## config.mk

```make
export PLATFORM = sky130hd
export DESIGN_NAME = vending_ctrl
export DESIGN_NICKNAME = d
export VERILOG_FILES = /design/src/rtl/vending_pkg.sv /design/src/rtl/vending_timeout_ctr.sv /design/src/rtl/vending_ctrl.sv
export SDC_FILE = /design/constraint.sdc
export NUM_CORES = 1
export LEC_CHECK = 0
export CORE_MARGIN = 1
export CORE_UTILIZATION = 49
export CTS_CLUSTER_DIAMETER = 60
export CTS_CLUSTER_SIZE = 40
export DETAILED_ROUTE_END_ITERATION = 10
export PLACE_DENSITY = 0.85
export SYNTH_ARGS = -nofsm -noshare
export SYNTH_HDL_FRONTEND = slang
export SYNTH_SLANG_ARGS = --single-unit
```

## constraint.sdc

```tcl
create_clock -name clk -period 2.6 [get_ports clk]
set_input_delay 0.39 -clock clk [delete_from_list [all_inputs] [get_ports clk]]
set_output_delay 0.39 -clock clk [all_outputs]
set_load 0.005 [all_outputs]
```

## src/rtl/vending_pkg.sv

```systemverilog
// vending_pkg: shared types and helpers for the vending controller.
//   state_t      - controller state, 2-bit encoding
//   max_credit() - largest credit value representable in a given width
package vending_pkg;

  typedef enum logic [1:0] {
    IDLE   = 2'd0,
    ACCUM  = 2'd1,
    VEND   = 2'd2,
    CHANGE = 2'd3
  } state_t;

  function automatic int max_credit(input int width);
    return (1 << width) - 1;
  endfunction

endpackage

```

## src/rtl/vending_timeout_ctr.sv

```systemverilog
// vending_timeout_ctr: inactivity timer for the credit-accumulation phase.
// Only built when VEND_TIMEOUT_EN is defined; the default build has no timer.
// Ports:
//   clk, rst  - clock, asynchronous active-high reset
//   clear     - reload the timer (state entry or accepted coin)
//   enable    - count this cycle
//   expired   - TIMEOUT_CYC enabled cycles have passed since the last clear
`ifdef VEND_TIMEOUT_EN
module vending_timeout_ctr
  import vending_pkg::*;
#(
  parameter int TIMEOUT_CYC = 1024
) (
  input  logic clk,
  input  logic rst,
  input  logic clear,
  input  logic enable,
  output logic expired
);

  localparam int CNT_W = (TIMEOUT_CYC > 1) ? $clog2(TIMEOUT_CYC) : 1;
  localparam logic [CNT_W-1:0] LOAD = CNT_W'(TIMEOUT_CYC - 1);

  logic [CNT_W-1:0] count;

  // Down-counter: loaded with TIMEOUT_CYC-1, so the terminal count of zero is
  // seen on the TIMEOUT_CYC-th enabled cycle after a clear.
  always_ff @(posedge clk or posedge rst) begin
    if (rst) begin
      count <= LOAD;
    end else if (clear) begin
      count <= LOAD;
    end else if (enable && (count != '0)) begin
      count <= count - CNT_W'(1);
    end
  end

  assign expired = enable && (count == '0);

endmodule
`endif

```

## src/rtl/vending_ctrl.sv

```systemverilog
// vending_ctrl: coin-accumulating vending controller with a vend handshake,
// change return, cancel/refund and overflow coin rejection.
// Optional feature macro: VEND_TIMEOUT_EN (auto-refund after TIMEOUT_CYC idle
// cycles in ACCUM).
// Ports:
//   clk, rst                  - clock, asynchronous active-high reset
//   coin_valid, coin_val      - coin strobe and value (zero value ignored)
//   cancel                    - refund request level
//   coin_reject               - one-cycle pulse, coin returned uncredited
//   vend_valid, vend_ready    - dispense handshake
//   change_valid, change_amt,
//   change_ready              - change/refund handshake
//   total                     - current credit
//
// state  | meaning
// IDLE   | no credit, waiting for a first coin
// ACCUM  | credit below price, accepting coins or cancel
// VEND   | credit reached price, dispense requested
// CHANGE | change or refund requested
module vending_ctrl
  import vending_pkg::*;
#(
  parameter int CREDIT_W    = 5,
  parameter int COIN_W      = 3,
  parameter int PRICE       = 7,
  parameter int TIMEOUT_CYC = 1024
) (
  input  logic                clk,
  input  logic                rst,
  input  logic                coin_valid,
  input  logic [COIN_W-1:0]   coin_val,
  input  logic                cancel,
  output logic                coin_reject,
  output logic                vend_valid,
  input  logic                vend_ready,
  output logic                change_valid,
  output logic [CREDIT_W-1:0] change_amt,
  input  logic                change_ready,
  output logic [CREDIT_W-1:0] total
);

  localparam int MAX_CREDIT = max_credit(CREDIT_W);
  localparam int SUM_W      = ((CREDIT_W > COIN_W) ? CREDIT_W : COIN_W) + 1;
  localparam logic [SUM_W-1:0]    SUM_MAX   = SUM_W'(MAX_CREDIT);
  localparam logic [SUM_W-1:0]    SUM_PRICE = SUM_W'(PRICE);
  localparam logic [CREDIT_W-1:0] PRICE_C   = CREDIT_W'(PRICE);

  if ((PRICE < 1) || (PRICE > MAX_CREDIT)) begin : g_price_chk
    $error("vending_ctrl: PRICE=%0d outside 1..%0d", PRICE, MAX_CREDIT);
  end
  if (TIMEOUT_CYC < 1) begin : g_timeout_chk
    $error("vending_ctrl: TIMEOUT_CYC=%0d must be at least 1", TIMEOUT_CYC);
  end

  state_t              state, state_nxt;
  logic [CREDIT_W-1:0] credit, credit_nxt;
  logic [CREDIT_W-1:0] amt, amt_nxt;
  logic                reject, reject_nxt;

  logic             coin_nz;
  logic [SUM_W-1:0] sum;
  logic             overflow;
  logic             at_price;
  logic             timeout_hit;

  assign coin_nz  = coin_valid && (coin_val != '0);
  // Sum is one bit wider than either operand so overflow is visible.
  assign sum      = SUM_W'(credit) + SUM_W'(coin_val);
  assign overflow = sum > SUM_MAX;
  assign at_price = sum >= SUM_PRICE;

`ifdef VEND_TIMEOUT_EN
  logic tmr_clear;

  assign tmr_clear = (state != ACCUM) || (coin_nz && !overflow && !cancel);

  vending_timeout_ctr #(
    .TIMEOUT_CYC(TIMEOUT_CYC)
  ) u_timeout (
    .clk    (clk),
    .rst    (rst),
    .clear  (tmr_clear),
    .enable (state == ACCUM),
    .expired(timeout_hit)
  );
`else
  assign timeout_hit = 1'b0;
`endif

  always_ff @(posedge clk or posedge rst) begin
    if (rst) begin
      state  <= IDLE;
      credit <= '0;
      amt    <= '0;
      reject <= 1'b0;
    end else begin
      state  <= state_nxt;
      credit <= credit_nxt;
      amt    <= amt_nxt;
      reject <= reject_nxt;
    end
  end

  always_comb begin
    state_nxt  = state;
    credit_nxt = credit;
    amt_nxt    = amt;
    reject_nxt = 1'b0;
    case (state)
      IDLE: begin
        // credit is zero here, so sum is just the coin value
        if (coin_nz) begin
          if (overflow) begin
            reject_nxt = 1'b1;
          end else begin
            credit_nxt = sum[CREDIT_W-1:0];
            state_nxt  = at_price ? VEND : ACCUM;
          end
        end
      end
      ACCUM: begin
        if (cancel) begin
          amt_nxt    = credit;
          state_nxt  = CHANGE;
          reject_nxt = coin_nz;
        end else if (coin_nz && !overflow) begin
          credit_nxt = sum[CREDIT_W-1:0];
          if (at_price) state_nxt = VEND;
        end else begin
          reject_nxt = coin_nz;
          if (timeout_hit) begin
            amt_nxt   = credit;
            state_nxt = CHANGE;
          end
        end
      end
      VEND: begin
        reject_nxt = coin_nz;
        if (vend_ready) begin
          amt_nxt = credit - PRICE_C;
          if (credit > PRICE_C) begin
            state_nxt = CHANGE;
          end else begin
            state_nxt  = IDLE;
            credit_nxt = '0;
          end
        end
      end
      CHANGE: begin
        reject_nxt = coin_nz;
        if (change_ready) begin
          credit_nxt = '0;
          amt_nxt    = '0;
          state_nxt  = IDLE;
        end
      end
      default: state_nxt = IDLE;
    endcase
  end

  assign vend_valid   = (state == VEND);
  assign change_valid = (state == CHANGE);
  assign change_amt   = amt;
  assign total        = credit;
  assign coin_reject  = reject;

endmodule

```

---- After elaboration in Yosys (flattened, before gate mapping) ----
Cells that the tools add are included.
operators by class
  add/sub/neg operators ................... 2
  $lt $le $gt $ge ......................... 3
  eq/ne operators ......................... 13
  mux-type cells .......................... 26
  reduce and logical (&&, ||, !) cells .... 10
operator list
  operator                                                           number
  two-way mux 5 bit                                                  9
  one-hot mux 5 bit (4 select lines)                                 1
  two-way mux 2 bit                                                  9
  one-hot mux 5 bit (3 select lines)                                 1
  inequality test 2 bit, second input constant                       6
  one-hot mux 2 bit (4 select lines)                                 1
  AND reduction 7 bit                                                1
  adder 5 x 3 -> 6 bit                                               1
  greater-or-equal comparator 6 x 3 -> 1 bit, second input constant  1
  greater-than comparator 6 x 5 -> 1 bit, second input constant      1
  inequality test 3 bit, second input constant                       2
  AND reduction 6 bit                                                1
  nonzero test 3 bit                                                 2
  greater-than comparator 5 x 3 -> 1 bit, second input constant      1
  subtractor 5 x 3 -> 5 bit, second input constant                   1
  == test 2 bit, second input constant                               2
  two-way mux 1 bit                                                  4
  inequality test 2 x 1 -> 1 bit, second input constant              2
  AND reduction 4 bit                                                1
  one-hot mux 1 bit (3 select lines)                                 1
  == test 2 x 1 -> 1 bit, second input constant                      1
  logical AND 1 bit                                                  2
  logical NOT 2 bit                                                  1
  OR reduction 2 bit                                                 1
  logical NOT 1 bit                                                  1
storage, ports and cells
  register bits ........................... 13
  input bits .............................. 9
  output and inout port bits .............. 13
  word-level logic and storage cells ...... 58

---- Longest topological paths before layout ----
  depth after elaboration ................. 7
  depth in mapped cells ................... 8
  depth with buffers taken out ............ 8

---- Least setup slack after synthesis ----
Ideal clock, no wire load.
  path kind ............................... register to register
  start point ............................. register credit[0], in the netlist total[0]
  end point ............................... register state[0]
  library setup time ...................... 0.121 ns
  data arrival time ....................... 2.136 ns
  required time ........................... 2.479 ns
  path slack .............................. 0.343 ns
  cell stages (with the launch flop) ...... 9
  path buffers ............................ 0
  period minus slack after synthesis ...... 2.257 ns
  cells stage by stage .................... dfrtp_1 -> ha_1 -> inv_1 -> fa_1 -> xor2_1 -> or3b_1 -> a211oi_1 -> o22ai_1 -> o22a_1
between the ends
  word-level cells in the longest chain between the ends .. 6
  elaborated cells between the ends (all ways) .. 16
  those cells by class .................... add/sub: 1; order compare: 3; eq/ne: 3; mux: 6; reduce/logical: 3
ends and longest elaborated chain
  element                                                                                                      RTL line                                  text
  start: declaration                                                                                           vending_ctrl.sv:56                        logic [CREDIT_W-1:0] credit, credit_nxt;
  start signal: assignment                                                                                     vending_ctrl.sv:98                        credit <= credit_nxt;
  adder 5 x 3 -> 6 bit                                                                                         vending_ctrl.sv:68                        assign sum = SUM_W'(credit) + SUM_W'(coin_val);
  greater-or-equal comparator 6 x 3 -> 1 bit / greater-than comparator 6 x 5 -> 1 bit (equally long branches)  vending_ctrl.sv:70, vending_ctrl.sv:69
  two-way mux 2 bit / logical NOT 1 bit (equally long branches)                                                vending_ctrl.sv:117, vending_ctrl.sv:126
  two-way mux 2 bit / logical AND 1 bit (equally long branches)                                                vending_ctrl.sv:113, vending_ctrl.sv:126
  two-way mux 2 bit / inequality test 3 bit (equally long branches)                                            n/a
  one-hot mux 2 bit (4 select lines) / AND reduction 6 bit (equally long branches)                             n/a
  end signal: assignment                                                                                       vending_ctrl.sv:97                        state <= state_nxt;
  end: declaration                                                                                             vending_ctrl.sv:55                        state_t state, state_nxt;
Parallel ways exist; a longest one is shown, timed or not. The select of a mux whose other input is x is not followed.
A chain may end at the register's enable or synchronous reset.

---- Worst setup path in the final report ----
  start point ............................. input coin_val[0]
  end point ............................... register state[0]
between the ends
  word-level cells in the longest chain between the ends .. 6
  elaborated cells between the ends (all ways) .. 16
  those cells by class .................... add/sub: 1; order compare: 2; eq/ne: 4; mux: 4; reduce/logical: 5
ends and longest elaborated chain
  element                                                                                                      RTL line                                  text
  start: declaration                                                                                           vending_ctrl.sv:31                        input logic [COIN_W-1:0] coin_val,
  adder 5 x 3 -> 6 bit                                                                                         vending_ctrl.sv:68
  greater-or-equal comparator 6 x 3 -> 1 bit / greater-than comparator 6 x 5 -> 1 bit (equally long branches)  vending_ctrl.sv:70, vending_ctrl.sv:69
  two-way mux 2 bit / logical NOT 1 bit (equally long branches)                                                vending_ctrl.sv:117, vending_ctrl.sv:126
  two-way mux 2 bit / logical AND 1 bit (equally long branches)                                                vending_ctrl.sv:113, vending_ctrl.sv:126
  two-way mux 2 bit / inequality test 3 bit (equally long branches)                                            n/a
  one-hot mux 2 bit (4 select lines) / AND reduction 6 bit (equally long branches)                             n/a
Parallel ways exist; a longest one is shown, timed or not. The select of a mux whose other input is x is not followed.

==> impl_metrics.tcl <==
set metrics [dict create \
    cts.sink_count 13 \
    post_cts_buffers 0 \
    globalplace.congestion 0.891 \
    power.leakage_uw 0.000541 \
    start_kind "primary input" \
    synth-edff-count 0 \
    setup-tns-final_ns 0 \
    critPathKind "in2reg" \
    finalClockSkew_ns 0.0113 \
    start_util_pct 53.9 \
    syn_inst 105 \
    max_freq_ghz 0.409 \
    routedWlPerCell_um 14.1 \
    cp-end-kind "flip-flop" \
    synth-seq-area-share_pct 34.2 \
    die_h_um 46.1 \
    yosysTopAreaCellShare_pct 34.2 \
    layout.nets 148 \
    via_per_inst 5.70 \
    dp.final_hpwl_mm 1.71 \
    drt_iter0_drc 18 \
    drive_above_1_share_pct 15.0 \
    min_path_type "in2async" \
    dr_total_vias 901 \
    async_reset_ff_share_pct 100 \
    num_rows 15 \
    grt_pass1_vias 794 \
    avgSynthCellArea_um2 9.06 \
    synth.distinct_cells 40 \
    core_area_um2 1760 \
    ant_nets 0 \
    tightest_slew_ns 0.715 \
    grt_max_degree 23 \
    placed_cell_area_um2 1230 \
    io_pins 22 \
    io_buffers 21 \
    cp.arrival_ns 2.63 \
    min_period_ns 2.45 \
    outcome "finished clean" \
    synth_fp_nets 119 \
    slew_headroom_pct 52.3 \
    p_total_uw 1460 \
    grt_overflow_total 0 \
    n_antenna_cell 0 \
    yosysTopAreaCell "dfrtp_1" \
    root_buffer "clkbuf_4" \
    synth_ff_type "dfrtp_1" \
    clk_latency_ns 0.29 \
    drtPass1Iterations 4 \
    die_w_um 46.1 \
    antenna_found_initial 0 \
    clk_pin_slew_ns 0.09 \
    syn2layout_area_growth_pct 32.2 \
    synthTopCellsByArea "dfrtp_1, a21oi_1, nor2_1" \
    cts_max_level 1 \
    hold_violations 0 \
    grt_pass1_wl_mm 3.62 \
    cts_tree "done" \
    drc 0 \
    cts-resized-gates 0 \
    grt.total_usage_pct 25.1 \
    die_area_um2 2120 \
    ir_drop_uv 759 \
    path_max_fanout 2 \
    rsz0062_at_grt "no" \
    finalMaxSlewViolations 0 \
    fin_area_um2 1260 \
    fin_crit_sh_pct 94.1 \
    syn-cell-area_um2 951 \
    clockBufferDepth 2 \
    setup_viol 0 \
    cellPowerDensity_nw_per_um2 1160 \
    final_util_pct 71.3 \
    ys_ff_latch 13 \
    synth-warning-count 0 \
    wirelength_mm 2.24 \
    cts_made_buffers 3 \
    maxCapViolCount 0 \
    cts.hold.buffers_added 0 \
    cp.required_ns 2.79 \
]
## where the power goes
| part | leakage (µW) | internal (µW) | switching (µW) |
|---|---|---|---|
| clock | 0.0000150 | 59.7 | 71.3 |
| combinational | 0.000365 | 505 | 401 |
| sequential | 0.000161 | 292 | 132 |
## worst paths after layout
kind / startpoint / end / slack [ns] / cells past startpoint
max: coin_val[0] / state[0]$_DFFE_PP0P_ / 0.15 / 9
min: rst / total[3]$_DFFE_PP0P_ / 0.42 / 2
max reg2reg: total[1]$_DFFE_PP0P_ / state[0]$_DFFE_PP0P_ / 0.34 / 7
min reg2reg: change_amt[3]$_DFFE_PP0P_ / change_amt[3]$_DFFE_PP0P_ / 0.53 / 2
max in group asynchronous: rst / total[2]$_DFFE_PP0P_ / 1.83 / 2
min in group clk: change_amt[3]$_DFFE_PP0P_ / change_amt[3]$_DFFE_PP0P_ / 0.53 / 2
## sequential cells by signal (all words and copies together) (netlist names)
signal and count:
total 5, coin_reject 1, state 2, change_amt 5
## stage by stage
step	worst slack [ns]	hold slack [ns]	std cells
after floorplan	0.343	0.267	105
after global placement	-0.0802	0.508	154
after detailed placement	-0.151	0.518	154
after CTS	0.160	0.437	158
after global routing	0.00148	0.508	158
final	0.154	0.416	158
## cell families after synthesis
| logic type | synth area share [%] |
|---|---|
| XOR/XNOR | 0.921 |
| adder cells (fa/ha/maj) | 7.37 |
| AND/OR/NAND/NOR | 18.3 |
| flip-flops | 34.2 |
| multiplexers | 6.97 |
| buffers and inverters | 4.21 |
| AO/OA/AOI/OAI | 28.0 |
## synthesized netlist by cell type (all sizes together), types with 2 or more instances
master and count:
a211oi 2, a21oi 12, a22oi 2, buf 2
clkbuf 3, dfrtp 13, ha 4, inv 5
mux2 4, nand2 4, nor2 14, nor2b 2
nor3 5, nor4b 2, o21ai 8, o22a 3
o31ai 3
## layout by cell type (no fill, tap or decap), drive strengths merged
cell type,synthesis,layout
o21ai,8,8
or3b,1,1
and4b,1,1
o31ai,3,3
buf,2,8
xor2,1,1
nor2b,2,2
and3b,1,1
o21a,1,1
o22a,3,3
o22ai,1,1
inv,5,5
o21ba,1,1
mux2i,1,1
and2,1,1
nor3,5,5
a21o,1,1
a2bb2oi,1,1
a221oi,1,1
nor2,14,14
nand2,4,4
o211ai,1,1
clkbuf,3,4
a211oi,2,2
a22oi,2,2
fa,1,1
nor4b,2,2
clkdlybuf4s50,0,21
dfrtp,13,13
mux2,4,4
nand2b,1,1
a21oi,12,12
a31oi,1,1
nand3,1,1
ha,4,4
## cell type report
class                           count  area, µm²
Multi-Input combinational cell     82        586
Fill cell                         153        507
Sequential cell                    13        325
Timing Repair Buffer               29        270
Tap cell                           25       31.3
Clock buffer                        4       26.3
Inverter                            5       18.8
## critical path: stages
cell and delay, ns:
clkdlybuf4s50_1 0.48, ha_1 0.16, inv_1 0.05, fa_1 0.40, xor2_1 0.16, or3b_1 0.38
a211oi_1 0.24, o22ai_1 0.15, o22a_1 0.21
## per-layer routing
layer / wire, µm / GRT usage, % / vias up
met4: 46 / 16.5 / 0
met1: 973 / 29.8 / 425
met2: 1150 / 41.4 / 27
met5: 0 / 0 / -
met3: 62 / 4.31 / 5
li1: - / - / 444
(Power assumes the default switching activity.)
